===== src/rtl/ssd_pkg.sv =====
// Shared constants and helpers for the 7-segment scan driver.
// Timing defaults assume a 100 MHz system clock.
package ssd_pkg;

  localparam int SEG_A = 0;
  localparam int SEG_B = 1;
  localparam int SEG_C = 2;
  localparam int SEG_D = 3;
  localparam int SEG_E = 4;
  localparam int SEG_F = 5;
  localparam int SEG_G = 6;

  localparam logic [6:0] ALL_OFF_SEG = 7'h7F;
  localparam logic [3:0] ALL_OFF_AN  = 4'hF;

  localparam int DEF_REFRESH_DIV  = 100000;
  localparam int DEF_DEAD_CYCLES  = 1000;
  localparam int DEF_BLINK_FRAMES = 125;

  typedef logic [1:0] digit_idx_t;

  // Active-low one-cold anode select for the digit being scanned.
  function automatic logic [3:0] anode_sel(input digit_idx_t idx);
    return ~(4'b0001 << idx);
  endfunction

endpackage


===== src/rtl/ssd_timebase.sv =====
// Slot/frame timebase: slot position p, digit index, frame counter and blink phase.
// All status outputs are decoded from the current counter state.
module ssd_timebase
  import ssd_pkg::*;
#(
  parameter int REFRESH_DIV  = DEF_REFRESH_DIV,
  parameter int DEAD_CYCLES  = DEF_DEAD_CYCLES,
  parameter int BLINK_FRAMES = DEF_BLINK_FRAMES
) (
  input  logic       clk,
  input  logic       rst,
  output digit_idx_t idx,
  output logic       slot_start,
  output logic       dead,
  output logic       frame_end,
  output logic       blink_phase
);

  localparam int PW = $clog2(REFRESH_DIV);
  localparam int FW = (BLINK_FRAMES > 1) ? $clog2(BLINK_FRAMES) : 1;
  localparam logic [PW-1:0] P_LAST = PW'(REFRESH_DIV - 1);
  localparam logic [PW-1:0] P_DEAD = PW'(DEAD_CYCLES);
  localparam logic [FW-1:0] F_LAST = FW'(BLINK_FRAMES - 1);

  logic [PW-1:0] p;
  logic [FW-1:0] frame_cnt;

  always_comb begin
    slot_start = (p == '0);
    dead       = (p < P_DEAD);
    frame_end  = (p == P_LAST) && (idx == 2'd3);
  end

  // Blink phase flips every BLINK_FRAMES completed frames.
  always_ff @(posedge clk or negedge rst) begin
    if (!rst) begin
      p           <= '0;
      idx         <= '0;
      frame_cnt   <= '0;
      blink_phase <= 1'b0;
    end else begin
      if (p == P_LAST) begin
        p   <= '0;
        idx <= idx + 2'd1;
      end else begin
        p <= p + 1'b1;
      end
      if (frame_end) begin
        if (frame_cnt == F_LAST) begin
          frame_cnt   <= '0;
          blink_phase <= ~blink_phase;
        end else begin
          frame_cnt <= frame_cnt + 1'b1;
        end
      end
    end
  end

endmodule


===== src/rtl/seg_scan_driver.sv =====
// Time-multiplexed driver for a 4-digit common-anode display with
// frame-latched patterns, anode dead time, per-digit blink and global blank.
module seg_scan_driver
  import ssd_pkg::*;
#(
  parameter int REFRESH_DIV  = DEF_REFRESH_DIV,
  parameter int DEAD_CYCLES  = DEF_DEAD_CYCLES,
  parameter int BLINK_FRAMES = DEF_BLINK_FRAMES
) (
  input  logic       clk,
  input  logic       rst,
  input  logic [6:0] digit1,
  input  logic [6:0] digit2,
  input  logic [6:0] digit3,
  input  logic [6:0] digit4,
  input  logic [3:0] dp_in,
  input  logic [3:0] blink_en,
  input  logic       blank,
  output logic [3:0] an,
  output logic [6:0] seg,
  output logic       dp,
  output logic       frame_tick
);

  digit_idx_t idx;
  logic       slot_start;
  logic       dead;
  logic       frame_end;
  logic       blink_phase;

  ssd_timebase #(
    .REFRESH_DIV (REFRESH_DIV),
    .DEAD_CYCLES (DEAD_CYCLES),
    .BLINK_FRAMES(BLINK_FRAMES)
  ) u_timebase (
    .clk        (clk),
    .rst        (rst),
    .idx        (idx),
    .slot_start (slot_start),
    .dead       (dead),
    .frame_end  (frame_end),
    .blink_phase(blink_phase)
  );

  logic [SEG_G:SEG_A] shadow_digit [4];
  logic [3:0]         shadow_dp;
  logic [3:0]         shadow_blink;

  logic               load;
  logic [SEG_G:SEG_A] eff_digit;
  logic               eff_dp;
  logic               eff_blink;
  logic               dark;
  logic [3:0]         next_an;
  logic [6:0]         next_seg;
  logic               next_dp;

  always_ff @(posedge clk or negedge rst) begin
    if (!rst) begin
      shadow_digit[0] <= '0;
      shadow_digit[1] <= '0;
      shadow_digit[2] <= '0;
      shadow_digit[3] <= '0;
      shadow_dp       <= '0;
      shadow_blink    <= '0;
    end else if (load) begin
      shadow_digit[0] <= digit1;
      shadow_digit[1] <= digit2;
      shadow_digit[2] <= digit3;
      shadow_digit[3] <= digit4;
      shadow_dp       <= dp_in;
      shadow_blink    <= blink_en;
    end
  end

  // On the load cycle the shadows still hold the previous frame, so the
  // first output of the new frame is taken straight from the incoming digit1.
  always_comb begin
    load      = slot_start && (idx == 2'd0);
    eff_digit = load ? digit1      : shadow_digit[idx];
    eff_dp    = load ? dp_in[0]    : shadow_dp[idx];
    eff_blink = load ? blink_en[0] : shadow_blink[idx];
    dark      = blank || (eff_blink && blink_phase);
    next_an   = (blank || dead) ? ALL_OFF_AN : anode_sel(idx);
    next_seg  = dark ? ALL_OFF_SEG : ~eff_digit;
    next_dp   = dark ? 1'b1 : ~eff_dp;
  end

  always_ff @(posedge clk or negedge rst) begin
    if (!rst) begin
      an         <= ALL_OFF_AN;
      seg        <= ALL_OFF_SEG;
      dp         <= 1'b1;
      frame_tick <= 1'b0;
    end else begin
      an         <= next_an;
      seg        <= next_seg;
      dp         <= next_dp;
      frame_tick <= frame_end;
    end
  end

endmodule


===== config.mk =====
export PLATFORM = sky130hd
export DESIGN_NAME = seg_scan_driver
export DESIGN_NICKNAME = d
export VERILOG_FILES = /design/src/rtl/ssd_pkg.sv /design/src/rtl/ssd_timebase.sv /design/src/rtl/seg_scan_driver.sv
export SDC_FILE = /design/constraint.sdc
export NUM_CORES = 1
export LEC_CHECK = 0
export ABC_AREA = 1
export BUFFER_PORTS_ARGS = -buffer_cell sky130_fd_sc_hd__buf_2
export CAP_MARGIN = 25
export CORE_ASPECT_RATIO = 0.8
export CORE_MARGIN = 2
export CORE_UTILIZATION = 60
export CTS_CLUSTER_SIZE = 12
export DETAILED_ROUTE_END_ITERATION = 6
export PLACE_DENSITY = 0.84
export SLEW_MARGIN = 30
export SYNTH_ARGS = -nofsm -noshare
export SYNTH_HDL_FRONTEND = slang
export SYNTH_SLANG_ARGS = --single-unit

===== constraint.sdc =====
create_clock -name clk -period 3.1 [get_ports clk]
set_input_delay 0.62 -clock clk [delete_from_list [all_inputs] [get_ports clk]]
set_output_delay 0.62 -clock clk [all_outputs]
set_load 0.02 [all_outputs]

### After elaboration in Yosys (flattened, before gate mapping)

Index checks and enable logic that the tools add are counted.

| word-level totals | value |
|---|---|
| flip-flop bits (word level) | 76 |
| latch bits | 0 |
| RAM bits | 0 |
| bits in read-only memories | 0 |
| input port bits | 39 |
| logic and storage cells | 52 |
| memories | 0 |

| cells by class | value |
|---|---|
| add/subtract/negate cells | 3 |
| multipliers | 0 |
| div/mod/pow operators | 0 |
| magnitude comparators | 3 |
| equal/unequal tests | 3 |
| shifts and indexed selects | 1 |
| muxes and demuxes | 15 |
| bitwise operators | 5 |
| reductions and logical operators | 8 |

Operator list:

| cell | number |
|---|---|
| $mux 7 | 5 |
| $add 17x1->17 const B | 1 |
| $eq 17x17->1 const B | 1 |
| $logic_not 17->1 | 1 |
| $lt 17x10->1 const B | 1 |
| $mux 17 | 1 |
| $bmux 7 s2 | 1 |
| $add 7x1->7 const B | 1 |
| $eq 7x7->1 const B | 1 |
| $not 7->7 | 1 |
| $mux 1 | 5 |
| $bmux 1 s2 | 2 |
| $mux 4 | 1 |
| $not 4->4 | 1 |
| $shl 1x2->4 const A | 1 |
| $ge 3x3->1 const B | 1 |
| $logic_and 1x1->1 | 3 |
| $lt 2x3->1 const B | 1 |
| $not 2->3 | 1 |
| $add 2x1->2 const B | 1 |
| $eq 2x2->1 const B | 1 |
| $logic_not 2->1 | 1 |
| $logic_or 1x1->1 | 2 |
| $not 1->1 | 2 |
| $reduce_and 2->1 | 1 |

### Logic depth before layout (Yosys ltp)

| depth | value |
|---|---|
| word-level depth | 7 |
| depth in mapped cells | 10 |
| gate-level depth less buffers | 10 |

### Cells and area by module

A second synthesis with hierarchy kept.

| second synthesis, totals | value |
|---|---|
| cell total of the unflattened synthesis | 474 |
| area total of the unflattened synthesis | 3734.8 um2 |

Modules (own cells, without submodules):

| module | times used | cells an instance | area an instance (um2) | seq. area each (um2) |
|---|---|---|---|---|
| seg_scan_driver | 1 | 241 | 2082.0 | 1241.2 |
| ssd_timebase | 1 | 233 | 1652.8 | 675.6 |

### Worst setup path before layout

OpenSTA, ideal clock, no wires.

| path | value |
|---|---|
| kind | register to register |
| start | register u_timebase.idx[1] |
| end | register shadow_blink[3] |
| library setup time | 0.121 ns |
| arrival | 1.855 ns |
| setup slack | 1.124 ns |
| cell stages (with the launch flop) | 10 |
| path buffers | 2 |
| path through | dfrtp_1 > clkinv_1 > clkbuf_1 > ha_1 > nand3_1 > nor2_8 > nand3_4 > buf_2 > nor2_1 > a21oi_1 |

| between the ends | value |
|---|---|
| word-level cells in the longest chain between the ends | 2 |

RTL lines:

| what | RTL line | RTL |
|---|---|---|
| start, declared | ssd_timebase.sv:12 | `output digit_idx_t idx,` |
| start signal, assigned | ssd_timebase.sv:44 | `idx <= idx + 2'd1;` |
| $logic_not 2->1 | seg_scan_driver.sv:79 | `load = slot_start && (idx == 2'd0);` |
| $logic_and 1x1->1 | seg_scan_driver.sv:79 |  |
| end signal, assigned | seg_scan_driver.sv:72 | `shadow_blink <= blink_en;` |
| end, declared | seg_scan_driver.sv:47 | `logic [3:0] shadow_blink;` |

Every way passes these cells.
A chain may end at the register's enable or synchronous reset.

### Final worst setup path

| path | value |
|---|---|
| start | register u_timebase.idx[0] |
| end | register shadow_blink[2] |

Same word-level chain as after synthesis.

==> impl_metrics.csv <==
group,metric,value,unit
global_route,grt_pass1_vias,3052,
timing,rsz0062_at_grt,"false",
floorplanning,ios,52,
pwr,powerDensity,431,nW/um^2
yosys,synth_area_leaders,"dfrtp_1, nand2_1, dfstp_2, nor2_1, inv_1",
pwr,p_clk_share,38.8,%
route,drc_errors,0,
cts,clock_path_buffers,2,
cts,cts-buffers-inserted,9,
placement,dp_hpwl,6040,microns
cts,cts_resized,0,
timing,finalSetupViolCount,0,
worst_setup_path,rrSetupSlack,0.79,ns
timing,final-max-slew-violation-count,0,
route,wl_per_cell,14.0,microns
yosys,mappedNetlistArea,3830,sq um
timing,hold_violations,0,
worst_setup_path,worstPathArrival,2.54,ns
floorplanning,num_rows,25,
route,wirelength,8460,microns
yosys,syn_avg_cell_area,8.23,sq um
worst_setup_path,crit_required,3.32,ns
timing,max_freq,0.432,GHz
worst_setup_path,end_kind,"flip-flop",
worst_setup_path,cp_max_fo,41,
pwr,pwr-share-comb,5.5,%
yosys,synth.net_count,512,
final_layout,post-route-util,71.6,%
cts,cts_sinks,76,
timing,finalCritPeriodShare,74.6,%
final_layout,layout_commonest_cell,"nand2_1",
yosys,yosysTopAreaCellShare,41.8,%
timing,slew_headroom,59.2,%
cts,cts_tree,"done",
timing,fin_setup_tns,0,ns
pwr,pwr-share-seq,55.7,%
worst_setup_path,r2r_end,"shadow_blink[2]",
floorplanning,dieArea,7040,sq um
timing,fin_ws,0.786,ns
route,avgViaCountPerCell,5.49,
final_layout,synthToLayoutAreaGrowth,13.0,%
yosys,ys_warn_count,0,
global_route,grt_pass1_wl,14100,microns
floorplanning,core_area,6040,sq um
cts,holdBufCountCts,0,
placement,numPortBuffers,51,
cts,post-cts-setup-buffer-count,0,
timing,fin_worst_skew,0.0119,ns
route,final_antenna_net_count,0,
timing,worst_pin_slew,0.612,ns
floorplanning,die_y,75.4,microns
yosys,yosysUniqueCellTypes,31,
yosys,synth_top_cell_by_area,"dfrtp_1",
cts,cts_max_level,3,
final_layout,drive_gt1_share,19.5,%
yosys,ys_ff_latch,76,
placement,pre_cts_ws,0.814,ns
final_layout,antenna-diode-count,0,
route,drt-initial-drc-count,301,
final_layout,final_nets,566,
worst_setup_path,path_class,"reg -> reg",
route,drt_pass1_iterations,5,
yosys,syn_inst,465,
placement,gp_congestion,0.905,
global_route,grt_usage,26.0,%
floorplanning,start_util,63.4,%
cts,cts_root_buf,"clkbuf_8",
job,maxCapViolations,0,
final_layout,layout_common_cells,"nand2_1, dfrtp_1, nor2_1",
final_layout,fillers,485,
hold_path,min_path_type,"in -> async",
yosys,seq_area_frac_synth,50.1,%
timing,period_needed,2.31,ns
outcome,outcome,"completed",
pwr,switching_power,0.429,mW
worst_setup_path,r2r_start,"u_timebase.idx[0]",
global_route,grt_max_degree,49,
floorplanning,die_w,93.3,microns
worst_setup_path,startpoint_type,"flip-flop",
worst_setup_path,reg2reg_depth,8,
global_route,antenna_found_initial,0,
pwr,leakagePower,2.23,nW
pwr,peakVddDrop,0.279,mV
global_route,grt-ovfl-total,0,
pwr,p_int,1.43,mW
cts,clk_pin_slew_worst_paths,0.07,ns
pwr,p_sw_share,23.0,%
cts,insertion_delay,0.35,ns
route,detailroute.via_count,3320,
==> routing by layer <==
layer	wire length, microns	vias up	global-route usage, %	part of all wire, %
li1	-	1592	-	-
met5	0	-	0	0
met2	3830	137	39.7	45
met1	3890	1574	36.8	46
met4	106	0	7.03	1.3
met3	641	17	7.72	7.6
==> state kept, by name (all words and copies together), names as in the netlist <==
register / flops
an: 4
shadow_blink: 4
shadow_digit: 28
u_timebase.frame_cnt: 7
frame_tick: 1
dp: 1
u_timebase.p: 17
u_timebase.blink_phase: 1
u_timebase.idx: 2
seg: 7
shadow_dp: 4
==> worst max-delay path: stages (launching register included) <==
cell,delay [ns]
dfrtp_1,0.39
inv_2,0.20
ha_1,0.21
nand3_1,0.18
nor2_8,0.24
nand3_4,0.37
buf_4,0.39
nor2_1,0.15
a21oi_1,0.06
==> power by group through the flow <==
stage / clock, mW / sequential, mW / combinational (mW)
2_1_floorplan: 0 / 1.06 / 0.0367
3_3_place_gp: 0 / 1.06 / 0.0999
3_5_place_dp: 0 / 1.06 / 0.102
4_1_cts: 0.733 / 1.04 / 0.103
5_1_grt: 0.775 / 1.04 / 0.118
6_report: 0.723 / 1.04 / 0.102
==> cells by family after synthesis <==
| kind of cell | after synthesis | share of synthesized area (%) |
|---|---|---|
| AO/OA/AOI/OAI | 64 | 9.02 |
| XOR/XNOR | 14 | 3.20 |
| adder cells (fa/ha/maj) | 8 | 2.62 |
| buffers and inverters | 78 | 8.50 |
| flip-flops | 76 | 50.1 |
| AND/OR/NAND/NOR | 225 | 26.6 |
==> through the flow <==
step | instances | total power, mW | hold slack, ns | cell area, sq um
floorplan | 465 | 1.10 | 0.324 | 3830
global placement | 589 | 1.16 | 0.448 | 4140
detailed placement | 589 | 1.16 | 0.463 | 4140
CTS | 605 | 1.87 | 0.272 | 4330
global route | 605 | 1.93 | 0.304 | 4330
finish | 605 | 1.86 | 0.273 | 4330
==> Yosys cell counts <==
cell      count
a21oi_1      38
a22oi_1       8
buf_2         5
buf_4         3
buf_6         2
clkbuf_1      3
clkinv_1      3
dfrtp_1      64
dfstp_2      12
ha_1          8
inv_1        54
inv_2         8
nand2_1     101
nand2_2       2
nand2b_1      1
nand3_1      33
nand3_4       1
nand3b_1      1
nand4_1      16
nor2_1       56
nor2_2        5
nor2_4        1
nor2_8        2
nor3_1        4
nor3_2        1
nor4_1        1
o211ai_1      2
o21ai_0      15
o21ai_1       1
xnor2_1       3
xor2_1       11
==> worst max-delay path by stage <==
stage / from / endpoint / slack [ns] / cells after the start
detailed placement: u_timebase.idx[0] / shadow_blink[2] / 0.81 / 8
CTS: u_timebase.idx[0] / shadow_blink[2] / 0.81 / 8
global placement: u_timebase.idx[0] / seg[2] / 0.94 / 9
finish: u_timebase.idx[0] / shadow_blink[2] / 0.79 / 8
global route: u_timebase.p[0] / seg[4] / 0.60 / 9
floorplan: u_timebase.idx[1] / shadow_blink[3] / 1.12 / 9
==> final cells by class <==
class                           instances  area [sq um]  area share [%]
Clock buffer                           11           131            3.04
Clock inverter                          5          53.8            1.24
Inverter                               65           244            5.64
Multi-Input combinational cell        311          1590            36.7
Sequential cell                        76          1920            44.3
Tap cell                               81           101            2.34
Timing Repair Buffer                   56           293            6.77
(Power assumes the default switching activity.)
